--- src/rtl/soma_lif.sv ---
// Leaky-integrate-and-fire soma: shift-decay integration of signed weight events,
// threshold firing with axon-delayed timestamps and event-time refractory. Optional SOMA_VLEAK_EN.
module soma_lif #(
  parameter int V_W      = 16,
  parameter int W_W      = 16,
  parameter int T_W      = 16,
  parameter int TAU_LOG2 = 3,
  parameter int AD_W     = 8
) (
  input  logic            clk,
  input  logic            rst,
  input  logic            kill,
  input  logic            en,
  input  logic            cfg_we,
  input  logic [V_W-1:0]  cfg_vth,
  input  logic [V_W-1:0]  cfg_vleak,
  input  logic [T_W-1:0]  cfg_refr,
  input  logic [AD_W-1:0] cfg_axon,
  input  logic            in_valid,
  output logic            in_ready,
  input  logic [W_W-1:0]  in_weight,
  input  logic [T_W-1:0]  in_interval,
  output logic            spike_valid,
  output logic [T_W-1:0]  spike_time,
  output logic [V_W-1:0]  v_mem,
  output logic            o_wait
);

  // One spare bit for the unsigned potential plus one for the carry/sign of the sum.
  localparam int SUM_W = ((V_W + 1 > W_W) ? V_W + 1 : W_W) + 1;
  localparam logic [T_W-1:0] V_W_T = T_W'(V_W);

  typedef enum logic [1:0] {
    DEACTIVE   = 2'd0,
    ACTIVE     = 2'd1,
    REFRACTORY = 2'd2
  } state_t;

  state_t          state_q, state_d;
  logic [V_W-1:0]  v_q, v_d;
  logic [T_W-1:0]  ts_q, ts_d;
  logic [T_W-1:0]  refr_q, refr_d;
  logic            spike_valid_q, spike_valid_d;
  logic [T_W-1:0]  spike_time_q, spike_time_d;
  logic [V_W-1:0]  cfg_vth_q, cfg_vth_d;
  logic [T_W-1:0]  cfg_refr_q, cfg_refr_d;
  logic [AD_W-1:0] cfg_axon_q, cfg_axon_d;

  logic [T_W-1:0]   shift_amt;
  logic [V_W-1:0]   v_shift;
  logic [V_W-1:0]   v_leak;
  logic [V_W-1:0]   v_base;
  logic [SUM_W-1:0] sum;
  logic [V_W-1:0]   v_new;
  logic             fire;
  logic [T_W-1:0]   ts_sum;
  logic             do_int;

`ifdef SOMA_VLEAK_EN
  logic [V_W-1:0] cfg_vleak_q, cfg_vleak_d;
`else
  logic unused_vleak;
  assign unused_vleak = ^cfg_vleak;
`endif

  assign in_ready    = (state_q != DEACTIVE);
  assign o_wait      = (state_q == REFRACTORY);
  assign v_mem       = v_q;
  assign spike_valid = spike_valid_q;
  assign spike_time  = spike_time_q;

  // Datapath: decay, optional leak, signed add with saturation and floor.
  always_comb begin
    shift_amt = in_interval >> TAU_LOG2;
    if (shift_amt >= V_W_T) begin
      v_shift = '0;
    end else begin
      v_shift = v_q >> shift_amt;
    end
`ifdef SOMA_VLEAK_EN
    v_leak = (v_shift > cfg_vleak_q) ? (v_shift - cfg_vleak_q) : '0;
`else
    v_leak = v_shift;
`endif
    // Leaving refractory integrates from rest, without decay.
    v_base = (state_q == REFRACTORY) ? '0 : v_leak;
    sum = {{(SUM_W - V_W){1'b0}}, v_base}
        + {{(SUM_W - W_W){in_weight[W_W-1]}}, in_weight};
    if (sum[SUM_W-1]) begin
      v_new = '0;
    end else if (|sum[SUM_W-2:V_W]) begin
      v_new = '1;
    end else begin
      v_new = sum[V_W-1:0];
    end
    fire   = (cfg_vth_q != '0) && (v_new >= cfg_vth_q);
    ts_sum = ts_q + in_interval;
  end

  always_comb begin
    state_d       = state_q;
    v_d           = v_q;
    ts_d          = ts_q;
    refr_d        = refr_q;
    spike_valid_d = 1'b0;
    spike_time_d  = spike_time_q;
    do_int        = 1'b0;
    cfg_vth_d     = cfg_we ? cfg_vth  : cfg_vth_q;
    cfg_refr_d    = cfg_we ? cfg_refr : cfg_refr_q;
    cfg_axon_d    = cfg_we ? cfg_axon : cfg_axon_q;
`ifdef SOMA_VLEAK_EN
    cfg_vleak_d   = cfg_we ? cfg_vleak : cfg_vleak_q;
`endif

    if (kill) begin
      state_d = DEACTIVE;
      v_d     = '0;
      refr_d  = '0;
      ts_d    = '0;
    end else begin
      case (state_q)
        DEACTIVE: begin
          if (en) state_d = ACTIVE;
        end
        ACTIVE: begin
          if (!en) begin
            state_d = DEACTIVE;
          end else if (in_valid) begin
            ts_d   = ts_sum;
            do_int = 1'b1;
          end
        end
        REFRACTORY: begin
          if (!en) begin
            state_d = DEACTIVE;
            refr_d  = '0;
          end else if (in_valid) begin
            ts_d = ts_sum;
            if (in_interval < refr_q) begin
              refr_d = refr_q - in_interval;
            end else begin
              state_d = ACTIVE;
              refr_d  = '0;
              do_int  = 1'b1;
            end
          end
        end
        default: state_d = DEACTIVE;
      endcase

      if (do_int) begin
        if (fire) begin
          v_d           = '0;
          spike_valid_d = 1'b1;
          spike_time_d  = ts_sum + T_W'(cfg_axon_q);
          if (cfg_refr_q != '0) begin
            state_d = REFRACTORY;
            refr_d  = cfg_refr_q;
          end
        end else begin
          v_d = v_new;
        end
      end
    end
  end

  always_ff @(posedge clk or posedge rst) begin
    if (rst) begin
      state_q       <= DEACTIVE;
      v_q           <= '0;
      ts_q          <= '0;
      refr_q        <= '0;
      spike_valid_q <= 1'b0;
      spike_time_q  <= '0;
      cfg_vth_q     <= '0;
      cfg_refr_q    <= '0;
      cfg_axon_q    <= '0;
`ifdef SOMA_VLEAK_EN
      cfg_vleak_q   <= '0;
`endif
    end else begin
      state_q       <= state_d;
      v_q           <= v_d;
      ts_q          <= ts_d;
      refr_q        <= refr_d;
      spike_valid_q <= spike_valid_d;
      spike_time_q  <= spike_time_d;
      cfg_vth_q     <= cfg_vth_d;
      cfg_refr_q    <= cfg_refr_d;
      cfg_axon_q    <= cfg_axon_d;
`ifdef SOMA_VLEAK_EN
      cfg_vleak_q   <= cfg_vleak_d;
`endif
    end
  end

endmodule

--- config.mk ---
export PLATFORM = sky130hd
export DESIGN_NAME = soma_lif
export DESIGN_NICKNAME = d
export VERILOG_FILES = /design/src/rtl/soma_lif.sv
export SDC_FILE = /design/constraint.sdc
export NUM_CORES = 1
export LEC_CHECK = 0
export BUFFER_PORTS_ARGS = -buffer_cell sky130_fd_sc_hd__buf_2
export CAP_MARGIN = 40
export CORE_UTILIZATION = 63
export DETAILED_ROUTE_END_ITERATION = 10
export GPL_ROUTABILITY_DRIVEN = 0
export PLACE_DENSITY = 0.87
export SETUP_SLACK_MARGIN = 0.2
export SKIP_CTS_REPAIR_TIMING = 1
export SYNTH_ARGS = -nofsm -noshare
export SYNTH_HDL_FRONTEND = slang
export SYNTH_SLANG_ARGS = --single-unit
--- constraint.sdc ---
create_clock -name clk -period 16.5 [get_ports clk]
set_input_delay 2.475 -clock clk [delete_from_list [all_inputs] [get_ports clk]]
set_output_delay 2.475 -clock clk [all_outputs]
set_load 0.01 [all_outputs]
---- Word level (Yosys, flattened, before mapping) ----
Index checks and enable logic that the tools add are counted.
word-level totals
  word-level logic and storage cells ...... 71
  flip-flop bits (word level) ............. 107
  output and inout port bits .............. 35
  input bits .............................. 94
operators by class
  add/subtract/negate cells ............... 4
  $lt $le $gt $ge ......................... 3
  eq/ne operators ......................... 2
  bitwise logic cells ..................... 1
  reduce and logical (&&, ||, !) cells .... 12
  shift operators ......................... 1
  multiplexer cells ....................... 39
operators by type and width
  kind                                                   number
  two-way mux 16 bit                                     19
  nonzero test 16 bit                                    2
  adder 17 x 16 -> 18 bit                                1
  two-way mux 2 bit                                      9
  adder 16 bit                                           1
  adder 16 x 8 -> 16 bit                                 1
  >= comparator 16 bit                                   1
  less-than comparator 16 bit                            1
  right shift 16 x 13 -> 16 bit                          1
  subtractor 16 bit                                      1
  >= comparator 13 x 5 -> 1 bit (second input constant)  1
  nonzero test 2 bit                                     5
  two-way mux 1 bit                                      9
  case mux 2 bit (3 select lines)                        1
  AND reduction 3 bit                                    2
  equality test 2 x 1 -> 1 bit (second input constant)   1
  equality test 2 bit (second input constant)            1
  logical NOT 2 bit                                      1
  case mux 1 bit (2 select lines)                        1
  OR reduction 2 bit                                     1
  logical AND 1 bit                                      1
  NOT 1 bit                                              1

---- Logic depth before layout (Yosys ltp) ----
  depth after elaboration ................. 11
  gate-level depth with buffers ........... 32
  depth with buffers taken out ............ 28

---- Worst setup path before layout ----
OpenSTA, ideal clock, no wires.
  kind .................................... input to register
  from .................................... input in_interval[3]
  to ...................................... register v_q[8], in the netlist v_mem[8]
  required time ........................... 16.426 ns
  arrival ................................. 8.215 ns
  slack ................................... 8.211 ns
  stages .................................. 28
  buffers on the path ..................... 4
  library setup time ...................... 0.074 ns
  path through ............................ buf_1 > buf_1 > mux2i_1 > a21oi_1 > mux2i_1 > a211oi_1 > ha_1 > fa_1 > a21o_1 > a21oi_2 > o21bai_2 > a2111oi_4 > o31ai_2 > a21oi_1 > xnor2_1 > buf_2 > nor2_1 > nor2_1 > ha_1 > a21o_1 > a21o_1 > a21oi_1 > o21ai_0 > a211oi_1 > o21ai_0 > or4b_4 > buf_6 > o21ai_2
between the ends
  word-level cells in the longest chain between the ends .. 11
  elaborated cells on any way between the ends .. 19
  those cells by class .................... 1 x add/sub; 3 x order compare; 1 x shift; 12 x mux; 2 x reduce/logical
RTL lines
  what                                                                            line    RTL
  from (decl)                                                                     22      input logic [T_W-1:0] in_interval,
  >= comparator 13 x 5 -> 1 bit or right shift 16 x 13 -> 16 bit (tied branches)  75, 78
  two-way mux 16 bit                                                              75      if (shift_amt >= V_W_T) begin
  two-way mux 16 bit                                                              86      v_base = (state_q == REFRACTORY) ? '0 : v_leak;
  adder 17 x 16 -> 18 bit                                                         88      + {{(SUM_W - W_W){in_weight[W_W-1]}}, in_weight};
  two-way mux 16 bit                                                              91      end else if (|sum[SUM_W-2:V_W]) begin
  two-way mux 16 bit                                                              89      if (sum[SUM_W-1]) begin
  >= comparator 16 bit                                                            96      fire = (cfg_vth_q != '0) && (v_new >= cfg_vth_q);
  logical AND 1 bit                                                               96
  two-way mux 16 bit                                                              152     if (fire) begin
  two-way mux 16 bit                                                              151     if (do_int) begin
  two-way mux 16 bit                                                              115     if (kill) begin
  to (signal assigned)                                                            183     v_q <= v_d;
  to (decl)                                                                       40      logic [V_W-1:0] v_q, v_d;
Several ways; a longest one is shown, not always the timed one. The select of a mux whose other input is x is not followed.
A chain may end at the register's enable or synchronous reset.

---- Worst setup path in the final report ----
  from .................................... input in_interval[3]
  to ...................................... register spike_time_q[0], in the netlist spike_time[0]
between the ends
  word-level cells in the longest chain between the ends .. 9
  elaborated cells on any way between the ends .. 16
  those cells by class .................... 1 x add/sub; 3 x order compare; 1 x shift; 9 x mux; 2 x reduce/logical
RTL lines
  what                                                                            line    RTL
  >= comparator 13 x 5 -> 1 bit or right shift 16 x 13 -> 16 bit (tied branches)  75, 78
  two-way mux 16 bit                                                              75
  two-way mux 16 bit                                                              86
  adder 17 x 16 -> 18 bit                                                         88
  two-way mux 16 bit                                                              91
  two-way mux 16 bit                                                              89
  >= comparator 16 bit                                                            96
  logical AND 1 bit                                                               96
  AND reduction 3 bit (no line) (*)                                               n/a
  to (signal assigned)                                                            187     spike_time_q <= spike_time_d;
  to (decl)                                                                       44      logic [T_W-1:0] spike_time_q, spike_time_d;
Mark *: on every way between the ends. The rest lies on a longest branch, timed or not. The select of a mux whose other input is x is not followed.

==> metrics.md <==
| Metric | Value |
|---|---|
| Syn_area_per_cell | slightly below 9 µm² |
| CP Launch Type | primary input |
| Synthesized flop and latch total | roughly 110 |
| Primary FF master, synth | dfrtp_1 |
| Crit path depth | 28 |
| Reg2Reg Depth | 26 |
| PortBufs | between 100 and 150 |
| Static Leak | about 4.6 nW |
| Final hold violation count | 0 |
| CP max-delay cell | nor3_1 |
| Crit-path max FO | 28 |
| Period utilisation layout | roughly 53% |
| DRC Markers | 0 |
| CTS tree | yes |
| Setup tns final | 0 ns |
| Top Family by Delay on Critical Path | compound AO/OA/AOI/OAI gates |
| Total GRT Usage | a little under a third |
| Die Width | 116 µm |
| Count of pins over their slew limit | 0 |
| Antenna cells | 0 |
| PD cells | roughly 70 mW/mm² |
| Max H-tree Level | 3 |
| Core Footprint | around 0.013 mm² |
| Max transition margin | between 40% and 50% |
| Total grt overflow | 0 |
| Clock-pin slew on the worst setup and hold paths | ~0.070 ns |
| Nets | around 1,200 |
| ANT nets after route | 0 |
| RSZ-0062 raised after global routing | false |
| CP dominant cell by count | a21oi_1 |
| Num CTS Buffers | 9 |
| CP max stage delay | between 0.4 and 0.5 ns |
| # rows | 41 |
| # setup viols final | 0 |
| WP buf/inv | 3 |
| Maximum number of pins on one net before global-route repair | 51 |
| Final Skew | 0.00976 ns |
| DR vias | roughly 7,400 |
| Arr. time, crit path | around 9 ns |
| Drt wl/cell | 16.5 µm |
| Crit. End Element | flop |
| Post-Synthesis Net Count | 1,125 |
| Worst hold slack | around 0.48 ns |
| Drt pass-1 iters | 8 |
| Area grow syn2layout | 12.3% |
| Filler cell count | about 1,000 |
| Synth warn | 0 |
| Max-capacitance violation count | 0 |
| Clk sinks | 107 |
| Worst Path Class, Setup | primary input to flop |
| Root Buffer | clkbuf_16 |
| Via density | a little over 6 |
| Initial Utilization | around 65% |
| IO Count | between 100 and 150 |
| Final wirelength | around 20,000 µm |
| Iteration-0 DRC Markers | a little under 600 |
| Hold Path Class | flop to flop |
| Final non-filler cell total | around 1,200 |
| Vias in the first global route | between 6,000 and 7,000 |
| Cell depth of the worst hold path | 2 |
| Clock Latency Late Sink | ~0.36 ns |
| Die height | 116 µm |
| Slew @ Worst Pin | 0.815 ns |
| Crit path time final | around 8.8 ns |
| Synthesized area | between 0.008 and 0.009 mm² |
| Worst endpoint required time | approximately 17 ns |
| Initial antenna violation count | 0 |
| Fmax | 114 MHz |
| Post-synthesis cell count | about 950 |
| Sequential area share after synthesis | about 32% |
| Clock Path Buffers | 2 |
| # placed instances | around 1,200 |
| Post-DP HPWL | between 15,000 and 20,000 µm |
| First-pass GRT wire length | approximately 32,000 µm |
| Share of post-route cells with drive strength above 1 | 19.1% |
| Status | completed |
| Synth cell types | just under 70 |
| Post-synth EDFFs | 0 |
| Peak supply drop | approximately 0.071 mV |
| Die area | between 0.01 and 0.015 mm² |
| Post-synth ARST share | between 90% and 100% |
power by group:
group	switching, mW	leakage (nW)	internal, mW
clock network	0.0982	0.135	0.104
logic	0.0911	3.02	0.0670
registers	0.0134	1.40	0.283
total	0.203	4.56	0.454
synthesized netlist by cell type, types with 20 or more instances:
library cell  count  area share [%]
nand2_1         102             4.6
xnor2_1          31             3.3
dfrtp_1         107              32
a21o_1           24             2.2
a211oi_1         26             2.4
nor2_1           99             4.5
nor3_1           20             1.2
mux2_2           31             4.2
inv_1            60             2.7
clkbuf_1         30             1.4
a21oi_1          60             3.6
ha_1             76              12
o21ai_0          57             3.5
stage by stage:
| step | power, mW | utilization, % | setup slack (ns) | instance area (µm²) |
|---|---|---|---|---|
| floorplan | 0.407 | - | 8.21 | 8250 |
| global placement | 0.447 | 70.2 | 6.86 | 8900 |
| detailed placement | 0.456 | 70.9 | 7.51 | 8980 |
| CTS | 0.659 | 73.1 | 7.86 | 9260 |
| global route | 0.691 | 73.1 | 7.37 | 9260 |
| finish | 0.656 | 73.1 | 7.71 | 9260 |
layout make-up:
class	instances	area [µm²]	share of cell area, %
Inverter	61	231	2.50
Clock buffer	10	229	2.47
Sequential cell	107	2680	28.9
Tap cell	172	215	2.32
Timing Repair Buffer	120	668	7.22
Multi-Input combinational cell	746	5190	56.1
Clock inverter	6	46.3	0.500
kinds of logic after synthesis:
logic type / share of synthesized area (%)
buf+inv: 4.60
compound gates: 22.4
fa+ha+maj: 12.5
simple gates: 16.4
xor+xnor: 5.08
mux: 6.57
flops: 32.5
metal layers:
metal	vias up	wire length (µm)	global-route usage (%)
met1	3425	8920	41.1
li1	3621	-	-
met4	0	402	9.32
met5	-	0	0
met2	287	9300	49.7
met3	49	1510	6.69
state kept, by name, summed over array words and instances, names as in the netlist:
name and cells:
cfg_axon_q 8, cfg_vth_q 16, ts_q 16, cfg_refr_q 16, spike_valid 1, v_mem 16, refr_q 16, spike_time 16
state_q 2
cells in the final DEF (no fill, tap or decap), types with 7 or more instances in the layout:
master and n:
a31oi_1 10, and3_1 7, nor4_1 15, a211oi_1 26, mux2_2 31, xnor2_1 31
a22oi_1 8, xor2_1 15, o21a_1 8, nand4_1 9, clkbuf_16 9, o21bai_1 8
a21o_1 24, o21ai_2 11, nor2_1 99, dfrtp_1 107, buf_2 112, ha_1 76
nand3_1 11, a21oi_1 60, nor3_1 20, nor2b_1 9, inv_1 59, o21ai_0 57
mux2i_1 17, nand2_1 102
worst paths after layout:
check | end | start | slack [ns]
max in group asynchronous | cfg_axon_q[3] | rst | 13.39
worst max-delay path | spike_time[0] | in_interval[3] | 7.71
min in group asynchronous | cfg_refr_q[10] | rst | 2.05
worst min-delay path | spike_time[6] | spike_time[6] | 0.48
worst max register to register | spike_time[0] | state_q[0] | 9.73
worst min register to register | spike_time[6] | spike_time[6] | 0.48
worst register-to-register path, delay by kind of cell (launching register included):
kind | cells | cell delay [ns]
buffers and inverters | 3 | 0.62
AOI/OAI and AO/OA | 12 | 2.26
adders and majority gates | 4 | 1.06
and+or+nand+nor | 5 | 1.44
xor gates and xnor gates | 1 | 0.50
DFF | 1 | 0.43
muxes | 1 | 0.36
(Power assumes the default switching activity.)
